==> config.mk <==
export PLATFORM = sky130hd
export DESIGN_NAME = npu_layer_ctrl_flat
export DESIGN_NICKNAME = d
export VERILOG_FILES = /design/src/rtl/npu_ctrl_pkg.sv /design/src/rtl/npu_layer_ctrl_if.sv /design/src/rtl/npu_counter.sv /design/src/rtl/npu_layer_ctrl.sv /design/src/flat_wrapper.sv
export SDC_FILE = /design/constraint.sdc
export NUM_CORES = 1
export LEC_CHECK = 0
export BUFFER_PORTS_ARGS = -buffer_cell sky130_fd_sc_hd__buf_2
export CAP_MARGIN = 10
export CELL_PAD_IN_SITES_DETAIL_PLACEMENT = 0
export CELL_PAD_IN_SITES_GLOBAL_PLACEMENT = 2
export CORE_UTILIZATION = 30
export DETAILED_ROUTE_END_ITERATION = 6
export GPL_TIMING_DRIVEN = 0
export PLACE_DENSITY_LB_ADDON = 0.1
export SLEW_MARGIN = 5
export SYNTH_ARGS = -nofsm -noshare
export SYNTH_HDL_FRONTEND = slang
export SYNTH_SLANG_ARGS = --single-unit
==> constraint.sdc <==
create_clock -name clk -period 5.3 [get_ports clk]
set_clock_uncertainty 0.05 [all_clocks]
set_input_delay 0 -clock clk [delete_from_list [all_inputs] [get_ports clk]]
set_output_delay 0 -clock clk [all_outputs]
set_load 0.005 [all_outputs]
==> src/rtl/npu_ctrl_pkg.sv <==
// Shared types for the TinyNPU layer sequencer: FSM state encoding and trace width.
package npu_ctrl_pkg;

    localparam int TRACE_W = 4;

    typedef enum logic [2:0] {
        ST_LD0   = 3'd0,
        ST_MAC   = 3'd1,
        ST_DRAIN = 3'd2,
        ST_OUT   = 3'd3,
        ST_LD1   = 3'd4,
        ST_DONE  = 3'd5
    } state_t;

    function automatic logic [TRACE_W-1:0] trace_of(input state_t s);
        return {1'b0, s};
    endfunction

endpackage

==> src/rtl/npu_layer_ctrl_if.sv <==
// Controller <-> datapath/host signal bundle. master = controller side, slave = datapath/host side.
interface npu_layer_ctrl_if
    import npu_ctrl_pkg::*;
#(
    parameter int SIZE       = 4,
    parameter int MAX_LAYERS = 8
);
    localparam int LW = $clog2(MAX_LAYERS + 1);
    localparam int SW = (SIZE > 1) ? $clog2(SIZE) : 1;

    logic [LW-1:0]      cfg_layers;
    logic               d2c_x_load_val;
    logic               d2c_w_load_val;
    logic [SW-1:0]      d2c_w_load_sel;
    logic               d2c_mac_val;
    logic               d2c_x_fifo_empty;
    logic               d2c_x_fifo_full;
    logic [SIZE-1:0]    d2c_w_fifo_empty;
    logic               d2c_ostream_val;
    logic               out_rdy;

    logic               c2d_x_sel;
    logic               c2d_x_fifo_wen;
    logic [SIZE-1:0]    c2d_w_fifo_wen;
    logic               c2d_istream_val;
    logic               c2d_x_fifo_ren;
    logic               c2d_w_fifo_ren;
    logic               c2d_ostream_req;
    logic               c2d_ostream_ack;
    logic               out_val;
    logic               done;
    logic               err;
    logic [TRACE_W-1:0] trace_state;

    modport master (
        input  cfg_layers, d2c_x_load_val, d2c_w_load_val, d2c_w_load_sel, d2c_mac_val,
               d2c_x_fifo_empty, d2c_x_fifo_full, d2c_w_fifo_empty, d2c_ostream_val, out_rdy,
        output c2d_x_sel, c2d_x_fifo_wen, c2d_w_fifo_wen, c2d_istream_val, c2d_x_fifo_ren,
               c2d_w_fifo_ren, c2d_ostream_req, c2d_ostream_ack, out_val, done, err, trace_state
    );

    modport slave (
        output cfg_layers, d2c_x_load_val, d2c_w_load_val, d2c_w_load_sel, d2c_mac_val,
               d2c_x_fifo_empty, d2c_x_fifo_full, d2c_w_fifo_empty, d2c_ostream_val, out_rdy,
        input  c2d_x_sel, c2d_x_fifo_wen, c2d_w_fifo_wen, c2d_istream_val, c2d_x_fifo_ren,
               c2d_w_fifo_ren, c2d_ostream_req, c2d_ostream_ack, out_val, done, err, trace_state
    );

endinterface

==> src/rtl/npu_counter.sv <==
// Wrapping up-counter 0..TERM with enable and synchronous clear; term flags the terminal value.
module npu_counter #(
    parameter int W    = 2,
    parameter int TERM = 3
) (
    input  logic clk,
    input  logic rst,
    input  logic en,
    input  logic clr,
    output logic term
);
    localparam logic [W-1:0] TERM_V = W'(TERM);

    logic [W-1:0] cnt;

    assign term = (cnt == TERM_V);

    always_ff @(posedge clk or posedge rst) begin
        if (rst) begin
            cnt <= '0;
        end else if (clr) begin
            cnt <= '0;
        end else if (en) begin
            cnt <= term ? '0 : cnt + W'(1);
        end
    end

endmodule

==> src/rtl/npu_layer_ctrl.sv <==
// Multi-layer sequencer for the systolic MAC array: load, stream, drain, output/feedback, repeat.
// state | meaning: LD0 host load | MAC stream | DRAIN pipeline wait | OUT output beats | LD1 weight reload | DONE pulse
module npu_layer_ctrl
    import npu_ctrl_pkg::*;
#(
    parameter int SIZE       = 4,
    parameter int MAC_LAT    = 3,
    parameter int MAX_LAYERS = 8
) (
    input  logic             clk,
    input  logic             rst,
    npu_layer_ctrl_if.master bus
);
    localparam int LW = $clog2(MAX_LAYERS + 1);
    localparam int SW = (SIZE > 1) ? $clog2(SIZE) : 1;
    localparam int DW = (MAC_LAT > 1) ? $clog2(MAC_LAT) : 1;
    localparam int BW = (SIZE > 1) ? $clog2(SIZE) : 1;

    state_t        state, state_nxt;
    logic [LW-1:0] layers_tgt, layer_idx;
    logic          err_q;
    logic          all_ne, all_e, last, fire, drain_term, beat_term;
    logic [SIZE-1:0] w_dec;

    assign all_ne = ~bus.d2c_x_fifo_empty & ~|bus.d2c_w_fifo_empty;
    assign all_e  = bus.d2c_x_fifo_empty & (&bus.d2c_w_fifo_empty);
    assign last   = (layer_idx == layers_tgt - LW'(1));
    // Final layer waits on the sink; earlier layers wait on room in the x FIFO.
    assign fire   = (state == ST_OUT) & bus.d2c_ostream_val &
                    (last ? bus.out_rdy : ~bus.d2c_x_fifo_full);

    npu_counter #(.W(DW), .TERM(MAC_LAT - 1)) u_drain_cnt (
        .clk  (clk),
        .rst  (rst),
        .en   (state == ST_DRAIN),
        .clr  (state != ST_DRAIN),
        .term (drain_term)
    );

    npu_counter #(.W(BW), .TERM(SIZE - 1)) u_beat_cnt (
        .clk  (clk),
        .rst  (rst),
        .en   (fire),
        .clr  (state != ST_OUT),
        .term (beat_term)
    );

    always_ff @(posedge clk or posedge rst) begin
        if (rst) begin
            state <= ST_LD0;
        end else begin
            state <= state_nxt;
        end
    end

    always_comb begin
        state_nxt = state;
        unique case (state)
            ST_LD0, ST_LD1: if (bus.d2c_mac_val) state_nxt = ST_MAC;
            ST_MAC:         if (all_e) state_nxt = ST_DRAIN;
            ST_DRAIN:       if (drain_term) state_nxt = ST_OUT;
            ST_OUT:         if (fire && beat_term) state_nxt = last ? ST_DONE : ST_LD1;
            ST_DONE:        state_nxt = ST_LD0;
            default:        state_nxt = ST_LD0;
        endcase
    end

    always_ff @(posedge clk or posedge rst) begin
        if (rst) begin
            layers_tgt <= LW'(1);
            layer_idx  <= '0;
        end else if (state == ST_LD0 && bus.d2c_mac_val) begin
            layers_tgt <= (bus.cfg_layers == '0) ? LW'(1) : bus.cfg_layers;
            layer_idx  <= '0;
        end else if (fire && beat_term && !last) begin
            layer_idx  <= layer_idx + LW'(1);
        end
    end

    always_ff @(posedge clk or posedge rst) begin
        if (rst) begin
            err_q <= 1'b0;
        end else if (state == ST_MAC && !all_ne && !all_e) begin
            err_q <= 1'b1;
        end
    end

    always_comb begin
        w_dec = '0;
        for (int i = 0; i < SIZE; i++) begin
            w_dec[i] = bus.d2c_w_load_val && (bus.d2c_w_load_sel == SW'(i));
        end
    end

    always_comb begin
        bus.c2d_x_sel       = 1'b0;
        bus.c2d_x_fifo_wen  = 1'b0;
        bus.c2d_w_fifo_wen  = '0;
        bus.c2d_istream_val = 1'b0;
        bus.c2d_x_fifo_ren  = 1'b0;
        bus.c2d_w_fifo_ren  = 1'b0;
        bus.c2d_ostream_req = 1'b0;
        bus.c2d_ostream_ack = 1'b0;
        bus.out_val         = 1'b0;
        bus.done            = 1'b0;
        bus.err             = err_q;
        bus.trace_state     = trace_of(state);
        unique case (state)
            ST_LD0: begin
                bus.c2d_x_fifo_wen = bus.d2c_x_load_val;
                bus.c2d_w_fifo_wen = w_dec;
            end
            ST_LD1: begin
                bus.c2d_x_sel      = 1'b1;
                bus.c2d_w_fifo_wen = w_dec;
            end
            ST_MAC: begin
                bus.c2d_istream_val = all_ne;
                bus.c2d_x_fifo_ren  = all_ne;
                bus.c2d_w_fifo_ren  = all_ne;
            end
            ST_OUT: begin
                bus.c2d_ostream_req = 1'b1;
                bus.c2d_ostream_ack = fire;
                bus.out_val         = bus.d2c_ostream_val & last;
                if (!last) begin
                    bus.c2d_x_sel      = 1'b1;
                    bus.c2d_x_fifo_wen = fire;
                end
            end
            ST_DONE: bus.done = 1'b1;
            default: ;
        endcase
    end

endmodule

==> src/flat_wrapper.sv <==
// flat-port wrapper written by rule: the top's interface ports become plain ports
module npu_layer_ctrl_flat import npu_ctrl_pkg::*;
#(
    parameter int SIZE       = 4,
    parameter int MAC_LAT    = 3,
    parameter int MAX_LAYERS = 8
)
  (clk, rst, bus_cfg_layers, bus_d2c_x_load_val, bus_d2c_w_load_val, bus_d2c_w_load_sel, bus_d2c_mac_val, bus_d2c_x_fifo_empty, bus_d2c_x_fifo_full, bus_d2c_w_fifo_empty, bus_d2c_ostream_val, bus_out_rdy, bus_c2d_x_sel, bus_c2d_x_fifo_wen, bus_c2d_w_fifo_wen, bus_c2d_istream_val, bus_c2d_x_fifo_ren, bus_c2d_w_fifo_ren, bus_c2d_ostream_req, bus_c2d_ostream_ack, bus_out_val, bus_done, bus_err, bus_trace_state);
  npu_layer_ctrl_if #(.SIZE(SIZE), .MAX_LAYERS(MAX_LAYERS)) bus_i ();
  input  logic clk;
  input  logic rst;
  input wire logic [$bits(bus_i.cfg_layers)-1:0] bus_cfg_layers;
  input wire logic [$bits(bus_i.d2c_x_load_val)-1:0] bus_d2c_x_load_val;
  input wire logic [$bits(bus_i.d2c_w_load_val)-1:0] bus_d2c_w_load_val;
  input wire logic [$bits(bus_i.d2c_w_load_sel)-1:0] bus_d2c_w_load_sel;
  input wire logic [$bits(bus_i.d2c_mac_val)-1:0] bus_d2c_mac_val;
  input wire logic [$bits(bus_i.d2c_x_fifo_empty)-1:0] bus_d2c_x_fifo_empty;
  input wire logic [$bits(bus_i.d2c_x_fifo_full)-1:0] bus_d2c_x_fifo_full;
  input wire logic [$bits(bus_i.d2c_w_fifo_empty)-1:0] bus_d2c_w_fifo_empty;
  input wire logic [$bits(bus_i.d2c_ostream_val)-1:0] bus_d2c_ostream_val;
  input wire logic [$bits(bus_i.out_rdy)-1:0] bus_out_rdy;
  output wire logic [$bits(bus_i.c2d_x_sel)-1:0] bus_c2d_x_sel;
  output wire logic [$bits(bus_i.c2d_x_fifo_wen)-1:0] bus_c2d_x_fifo_wen;
  output wire logic [$bits(bus_i.c2d_w_fifo_wen)-1:0] bus_c2d_w_fifo_wen;
  output wire logic [$bits(bus_i.c2d_istream_val)-1:0] bus_c2d_istream_val;
  output wire logic [$bits(bus_i.c2d_x_fifo_ren)-1:0] bus_c2d_x_fifo_ren;
  output wire logic [$bits(bus_i.c2d_w_fifo_ren)-1:0] bus_c2d_w_fifo_ren;
  output wire logic [$bits(bus_i.c2d_ostream_req)-1:0] bus_c2d_ostream_req;
  output wire logic [$bits(bus_i.c2d_ostream_ack)-1:0] bus_c2d_ostream_ack;
  output wire logic [$bits(bus_i.out_val)-1:0] bus_out_val;
  output wire logic [$bits(bus_i.done)-1:0] bus_done;
  output wire logic [$bits(bus_i.err)-1:0] bus_err;
  output wire logic [$bits(bus_i.trace_state)-1:0] bus_trace_state;
  assign bus_i.cfg_layers = bus_cfg_layers;
  assign bus_i.d2c_x_load_val = bus_d2c_x_load_val;
  assign bus_i.d2c_w_load_val = bus_d2c_w_load_val;
  assign bus_i.d2c_w_load_sel = bus_d2c_w_load_sel;
  assign bus_i.d2c_mac_val = bus_d2c_mac_val;
  assign bus_i.d2c_x_fifo_empty = bus_d2c_x_fifo_empty;
  assign bus_i.d2c_x_fifo_full = bus_d2c_x_fifo_full;
  assign bus_i.d2c_w_fifo_empty = bus_d2c_w_fifo_empty;
  assign bus_i.d2c_ostream_val = bus_d2c_ostream_val;
  assign bus_i.out_rdy = bus_out_rdy;
  assign bus_c2d_x_sel = bus_i.c2d_x_sel;
  assign bus_c2d_x_fifo_wen = bus_i.c2d_x_fifo_wen;
  assign bus_c2d_w_fifo_wen = bus_i.c2d_w_fifo_wen;
  assign bus_c2d_istream_val = bus_i.c2d_istream_val;
  assign bus_c2d_x_fifo_ren = bus_i.c2d_x_fifo_ren;
  assign bus_c2d_w_fifo_ren = bus_i.c2d_w_fifo_ren;
  assign bus_c2d_ostream_req = bus_i.c2d_ostream_req;
  assign bus_c2d_ostream_ack = bus_i.c2d_ostream_ack;
  assign bus_out_val = bus_i.out_val;
  assign bus_done = bus_i.done;
  assign bus_err = bus_i.err;
  assign bus_trace_state = bus_i.trace_state;
  npu_layer_ctrl #(.SIZE(SIZE), .MAC_LAT(MAC_LAT), .MAX_LAYERS(MAX_LAYERS)) u_core (.clk(clk), .rst(rst), .bus(bus_i));
endmodule
==> flow_summary.rst, run 1 <==
.. list-table::
   :header-rows: 1

   * - Metric
     - Value
   * - Average cell area after synthesis
     - 9.22 um^2
   * - Most instantiated library cell after synthesis
     - dfrtp_1
   * - Number of DRC violations after detailed-routing iteration 0
     - 21
   * - Via count of the first global-routing pass
     - 869
   * - Syn. warnings
     - 0
   * - Count of maximum capacitance violations
     - 0
   * - Peak clock frequency supported by timing
     - 394 MHz
   * - Setup TNS Final
     - 0 ns
   * - Tot GR Track Use
     - 0.141
   * - Fraction of final layout cells with drive strength greater than 1
     - 0.344
   * - Share of synthesized area occupied by flip-flops and latches
     - 0.382
   * - Syn nets
     - 136
   * - Number of buffers on the longest clock path
     - 2
   * - Cell Rows
     - 21
   * - Critical hold path startpoint
     - bus_d2c_w_fifo_empty[3]
   * - CTS tree
     - done
   * - Final critical delay including setup and external delays
     - 2.54 ns
   * - Power per standard cell area
     - 391 nW/um^2
   * - Worst hold stages
     - 4
   * - Drt wl/cell
     - 11.8 um
   * - Startpoint of the worst-slack reg-to-reg timing path
     - u_core.layers_tgt[0]
   * - Capture point of the worst reg-to-reg path
     - u_core.state[2]
   * - Routed WL
     - 2430 um
   * - Number of top-level pins
     - 37
   * - Worst VDD drop
     - 0.000187 V
   * - Worst slew pin tran
     - 0.634 ns
   * - Area share of the leading cell type in the synthesized netlist
     - 0.357
   * - Number of instances in the synthesized netlist
     - 114
   * - Initial antenna violation count
     - 0
   * - DR DRC count
     - 0
   * - Buffers added on ports
     - 35
   * - Distinct cell type count after synthesis
     - 40
   * - Cell types occupying the most area after synthesis
     - dfrtp_1, nor3_1, nand2_1, ha_1, mux2_2
   * - Final HPWL DP
     - 1900 um
   * - First element of the critical path
     - u_core.layers_tgt[0]
   * - First-pass GRT wire length
     - 3820 um
   * - Most frequent cells after synthesis
     - dfrtp_1, nand2_1, nor3_1, inv_1, nor2_1
   * - Number of vias per cell after detailed routing
     - 4.76
   * - Kind of end point of the critical path
     - flop
   * - Critical Path RT
     - 5.42 ns
   * - Largest net degree at the start of global routing
     - 17
   * - Hold EP
     - u_core.bus.err
   * - Kind of critical path
     - reg2reg
   * - Vias after detailed routing
     - 981
   * - Top cell type by total area after synthesis
     - dfrtp_1
   * - Peak fanout along the critical path
     - 7
   * - Setup Viol. Count Final
     - 0
   * - Worst reg-to-reg setup slack
     - 2.76 ns
   * - Area growth from synthesis to final layout
     - 32.3%
   * - Number of antenna diodes
     - 0
   * - Number of buffers created by CTS
     - 3
   * - Floorplan die width
     - 61.2 um
   * - Placer Congestion
     - 0.693
   * - Worst rel slew slack
     - 0.577
   * - CTS H-tree lvls
     - 1
   * - CTS root buf
     - clkbuf_4
   * - Buffers inserted by post-CTS timing repair
     - 0
   * - Detailed-router iteration count before antenna repair
     - 4
   * - Async set-reset flop share out of synthesis
     - 1.00
   * - Top_reg_cell synth
     - dfrtp_1
   * - Core Region
     - 3340 um^2
   * - Startpoint types
     - flop
   * - Mapped Area
     - 1050 um^2
   * - Initial core utilization
     - 0.315
   * - Class of the worst hold path
     - in2reg
   * - Die height
     - 61.2 um
   * - Leak
     - 0.682 nW
   * - Worst reg2reg path depth
     - 8
   * - #FFs+latches synth
     - 16
   * - Run status
     - complete, no violations
   * - Number of synthesized flops with an enable pin
     - 0
   * - Die footprint
     - 3740 um^2
   * - Arrival @ worst endpoint
     - 2.66 ns
   * - Total congestion overflow
     - 0
   * - Insertion delay to the later sink of the worst-skew pair
     - 0.29 ns
   * - Unrepaired setup endpoints after global routing
     - false
   * - Final hold slack
     - 0.0126 ns
   * - Fill cell total of the finished layout
     - 355
   * - Nets
     - 183
   * - Clock slew at the register clock pins of the worst setup and hold paths
     - 0.10 ns
   * - Pins Over Slew Limit
     - 0
   * - Portion of the clock cycle consumed by the worst path in the final layout
     - 0.479
   * - Post-detailed-route count of antenna-violating nets
     - 0
   * - Clock sink total
     - 16
   * - Final count of hold timing violations
     - 0
[through the flow]
stage	std cells	util	total power, mW	setup slack, ns	cell area [um^2]
after floorplan	114	-	0.385	3.23	1050
after global placement	195	0.385	0.461	3.12	1280
after detailed placement	195	0.385	0.466	3.09	1280
after CTS	206	0.417	0.556	2.76	1390
after global routing	206	0.417	0.599	2.53	1390
final	206	0.417	0.544	2.76	1390
[sequential cells by signal, summed over array words and instances, names as in the netlist]
signal                  cells
u_core.state                3
u_core.bus.err              1
u_core.u_beat_cnt.cnt       2
u_core.layer_idx            4
u_core.layers_tgt           4
u_core.u_drain_cnt.cnt      2
[power by group]
part | total [mW] | internal (mW) | switching, mW | leakage (nW)
Combinational | 0.274 | 0.126 | 0.148 | 0.461
Sequential | 0.188 | 0.156 | 0.0319 | 0.200
Clock | 0.0823 | 0.0418 | 0.0405 | 0.0210
[worst max-delay path by stage]
| stage | endpoint | cells past startpoint |
|---|---|---|
| finish | u_core.state[2] | 8 |
| floorplan | u_core.u_beat_cnt.cnt[0] | 7 |
| CTS | u_core.state[2] | 8 |
| detailed placement | u_core.u_beat_cnt.cnt[0] | 7 |
| global placement | u_core.u_beat_cnt.cnt[0] | 7 |
| global route | u_core.state[2] | 8 |
[cell families (layout without fill, tap and decap cells)]
kind of cell / count (synthesis) / in the layout / share of synthesized area
DFF: 16 / 16 / 0.382
and+or+nand+nor: 49 / 49 / 0.250
other: 1 / 1 / 0.00357
muxes: 5 / 5 / 0.0512
buffers and inverters: 14 / 60 / 0.0643
AOI/OAI and AO/OA: 21 / 21 / 0.151
xor gates and xnor gates: 5 / 5 / 0.0619
adders and majority gates: 3 / 3 / 0.0357
[final cells by class]
type                    count  area (um^2)  area share
well taps                  46         57.6      0.0414
plain buffers               6         37.5      0.0270
inverters                   8         30.0      0.0216
multi-input cells          84          582       0.419
repair buffers             42          245       0.176
clock buffers               4         36.3      0.0261
flip-flops and latches     16          402       0.289
[critical path, stage by stage, from the launching register on]
cell and delay, ns:
dfstp_2 0.57, inv_1 0.06, ha_1 0.30, xor2_1 0.18, nand3_2 0.16, nor3_1 0.26, nand2b_1 0.19, o32ai_1 0.10
dlygate4sd3_1 0.56
[metal layers]
metal | global-route usage | up-vias | share of wire
li1 | - | 492 | -
met1 | 0.160 | 460 | 0.43
met3 | 0.0273 | 2 | 0.049
met2 | 0.258 | 27 | 0.51
met5 | 0 | - | 0
met4 | 0.0584 | 0 | 0.0078
[layout by cell type, fill, tap and decap left out, drive strengths merged, types with 5 or more instances in the layout]
cell type and n:
inv 8, o21ai 5, clkbuf 6, nor2 8
dlygate4sd3 7, nand3 6, buf 39, nor3 10
nand2 12, dfrtp 15
[repair_timing]
item | in CTS | in global routing
endpoints found under the hold margin | 20 | 0
gates resized for setup | 0 | 0
hold buffers | 7 | 0
Power figures use the tool's default switching activity.
==> inputs of run 2 (changes only) <==
--- a/config.mk
+++ b/config.mk
@@ -9,7 +9,7 @@
 export CAP_MARGIN = 10
 export CELL_PAD_IN_SITES_DETAIL_PLACEMENT = 0
 export CELL_PAD_IN_SITES_GLOBAL_PLACEMENT = 2
-export CORE_UTILIZATION = 30
+export CORE_UTILIZATION = 28
 export DETAILED_ROUTE_END_ITERATION = 6
 export GPL_TIMING_DRIVEN = 0
 export PLACE_DENSITY_LB_ADDON = 0.1
==> constraint.sdc (replaced) <==
create_clock -name clk -period 2.5 [get_ports clk]
set_clock_uncertainty 0.05 [all_clocks]
set_input_delay 0 -clock clk [delete_from_list [all_inputs] [get_ports clk]]
set_output_delay 0 -clock clk [all_outputs]
set_load 0.005 [all_outputs]
==> run 2 against run 1 <==
- highest routed layer unchanged
- wire length rose by 4.6%
- power grew 110%
- critical endpoint is now bus_c2d_ostream_ack
- sequential power up 110%
- final cell count unchanged
- sequential share of layout area down 0.18 points
==> flow_summary.rst, run 2 (synthesis gave the netlist of run 1 again) <==
.. list-table::
   :header-rows: 1

   * - Metric
     - Value
   * - List of cells traversed by the critical path
     - inv_1, ha_1, xor2_1, nand3_2, o21ai_2, or3b_4, inv_1, buf_2
   * - Insertion delay to the later sink of the worst-skew pair
     - 0.25 ns (-0.04 ns)
   * - Count of maximum capacitance violations
     - 0 (unchanged)
   * - Die height
     - 63.3 um (+3.4%)
   * - Setup TNS Final
     - 0 ns (unchanged)
   * - Final count of hold timing violations
     - 0 (unchanged)
   * - Fill cell total of the finished layout
     - 386 (+8.7%)
   * - Routed WL
     - 2540 um (+4.6%)
   * - Vias after detailed routing
     - 975 (-0.61%)
   * - Worst slew pin tran
     - 0.640 ns (+0.00670 ns)
   * - Peak fanout along the critical path
     - 7 (unchanged)
   * - Total congestion overflow
     - 0 (unchanged)
   * - Fraction of final layout cells with drive strength greater than 1
     - 0.338 (-0.00625)
   * - Number of vias per cell after detailed routing
     - 4.73 (-0.61%)
   * - Gate family responsible for the most delay along the worst path
     - simple AND/OR/NAND/NOR gates
   * - Number of DRC violations after detailed-routing iteration 0
     - 21 (unchanged)
   * - Area of the multi-input gates
     - 582 um^2 (unchanged)
   * - Highest cell delay on the worst timing path
     - 0.56 ns (about the same)
   * - Slowest cell on the critical path
     - dfstp_2
   * - Worst rel slew slack
     - 0.573 (-0.00447)
   * - Setup Viol. Count Final
     - 0 (unchanged)
   * - Number of buffers and inverters on the critical path
     - 3 (+1)
   * - Buffers inserted by post-CTS timing repair
     - 0 (unchanged)
   * - Pins Over Slew Limit
     - 0 (unchanged)
   * - Final HPWL DP
     - 1930 um (+1.6%)
   * - Most common cell after layout, fill and taps aside
     - buf_2
   * - Final Instance Count excl. Fillers
     - 206 (unchanged)
   * - Power per standard cell area
     - 830 nW/um^2 (+110%)
   * - Buffers added on ports
     - 35 (unchanged)
   * - Run status
     - complete, no violations
   * - Number of top-level pins
     - 37 (unchanged)
   * - Nets
     - 183 (unchanged)
   * - Tot GR Track Use
     - 0.145 (+0.00355)
   * - Floorplan die width
     - 63.3 um (+3.4%)
   * - Number of buffers on the longest clock path
     - 2 (unchanged)
   * - Placer Congestion
     - 0.726 (+4.7%)
   * - CTS tree
     - done
   * - Peak clock frequency supported by timing
     - 427 MHz
   * - Clock slew at the register clock pins of the worst setup and hold paths
     - 0.06 ns (-0.04 ns)
   * - Unrepaired setup endpoints after global routing
     - false
   * - Leak
     - 0.680 nW (-0.22%)
   * - Placed cells
     - 195 (unchanged)
   * - CTS H-tree lvls
     - 1 (unchanged)
   * - Total area of sequential cells
     - 402 um^2 (unchanged)
   * - Kind of end point of the critical path
     - primary output
   * - Startpoint types
     - flop
   * - Worst VDD drop
     - 0.000408 V (+120%)
   * - Clock sink total
     - 16 (unchanged)
   * - DR DRC count
     - 0 (unchanged)
   * - Detailed-router iteration count before antenna repair
     - 4 (unchanged)
   * - Initial antenna violation count
     - 0 (unchanged)
   * - First-pass GRT wire length
     - 4570 um (+20%)
   * - Largest registers
     - u_core.layer_idx: 4 flops, u_core.layers_tgt: 4 flops, u_core.state: 3 flops
   * - Core Region
     - 3470 um^2 (+3.9%)
   * - Cell Rows
     - 21 (unchanged)
   * - CTS root buf
     - clkbuf_8
   * - Class of the worst hold path
     - in2reg
   * - Commonest cells after routing, fill and taps aside
     - buf_2, dfrtp_1, nand2_1
   * - Arrival @ worst endpoint
     - 2.29 ns (-0.37 ns)
   * - Number of antenna diodes
     - 0 (unchanged)
   * - Number of buffers created by CTS
     - 3 (unchanged)
   * - Portion of the clock cycle consumed by the worst path in the final layout
     - 0.937
   * - Drt wl/cell
     - 12.3 um (+4.6%)
   * - Initial core utilization
     - 0.303 (-0.0119)
   * - Post-detailed-route count of antenna-violating nets
     - 0 (unchanged)
   * - Via count of the first global-routing pass
     - 1031 (+19%)
   * - Final critical delay including setup and external delays
     - 2.34 ns
   * - Critical Path RT
     - 2.45 ns (-2.97 ns)
   * - Die footprint
     - 4000 um^2 (+6.9%)
   * - Area growth from synthesis to final layout
     - 33.1%
   * - Kind of critical path
     - reg2out
   * - Largest net degree at the start of global routing
     - 17 (unchanged)
   * - Cell mode on critical path
     - inv_1
==> run 2: cell count changes in the layout (fill, tap and decap cells not counted) <==
cell,delta
clkbuf_4,-3
clkbuf_8,+2
clkbuf_1,+1
==> run 2: what timing repair did <==
| action | 4_1_cts | 5_1_grt |
|---|---|---|
| gates resized for setup | 0 | 0 |
| endpoints found under the hold margin | 20 | 0 |
| hold buffers | 7 | 0 |
==> run 2: worst paths after layout <==
| path | start | endpoint | slack, ns | depth (start not counted) |
|---|---|---|---|---|
| worst min register to register | u_core.u_drain_cnt.cnt[0] | u_core.u_drain_cnt.cnt[0] | 0.39 | 1 |
| min in group asynchronous | rst | u_core.bus.err | 0.33 | 3 |
| worst max-delay path | u_core.layers_tgt[0] | bus_c2d_ostream_ack | 0.16 | 8 |
| max in group asynchronous | rst | u_core.layer_idx[2] | 1.66 | 3 |
| worst min-delay path | bus_d2c_w_fifo_empty[0] | u_core.bus.err | 0.06 | 4 |
| worst max register to register | u_core.layers_tgt[0] | u_core.u_beat_cnt.cnt[0] | 0.27 | 7 |
==> run 2: stage by stage <==
stage / hold WS, ns / util / total power, mW / worst slack (ns) / area, um^2
global route: 0.0732 / 0.403 / 1.27 / 0.0354 / 1400
CTS: 0.0546 / 0.403 / 1.18 / 0.134 / 1400
floorplan: -0.137 / - / 0.790 / 0.432 / 1050
detailed placement: 0.0762 / 0.370 / 0.963 / 0.257 / 1280
finish: 0.0609 / 0.403 / 1.16 / 0.159 / 1400
global placement: 0.0698 / 0.370 / 0.950 / 0.318 / 1280
==> run 2: final cells by class <==
type	instances	share of cell area
multi-input cells	84	0.416
flip-flops and latches	16	0.287
repair buffers	42	0.175
well taps	46	0.0411
clock buffers	4	0.0322
plain buffers	6	0.0268
inverters	8	0.0215
==> run 2: routing by layer <==
layer  vias up  wire (um)  GRT usage
li1        495          -          -
met1       454       1180      0.175
met2        22       1240      0.249
met3         4         88     0.0181
met4         0         33     0.0767
met5         -          0          0
==> run 2: worst register-to-register path, stage by stage, from the launching register on <==
cell and delay, ns:
dfstp_2 0.56, inv_1 0.07, ha_1 0.30, xor2_1 0.17, nand3_2 0.17, o21ai_2 0.18
or3b_4 0.43, o32ai_2 0.22
==> run 2: where the power goes <==
group | leakage (nW) | switching, mW | internal (mW) | total [mW]
Clock | 0.0228 | 0.0907 | 0.113 | 0.204
Combinational | 0.458 | 0.309 | 0.256 | 0.565
Sequential | 0.199 | 0.0660 | 0.327 | 0.393
Total | 0.680 | 0.465 | 0.696 | 1.16
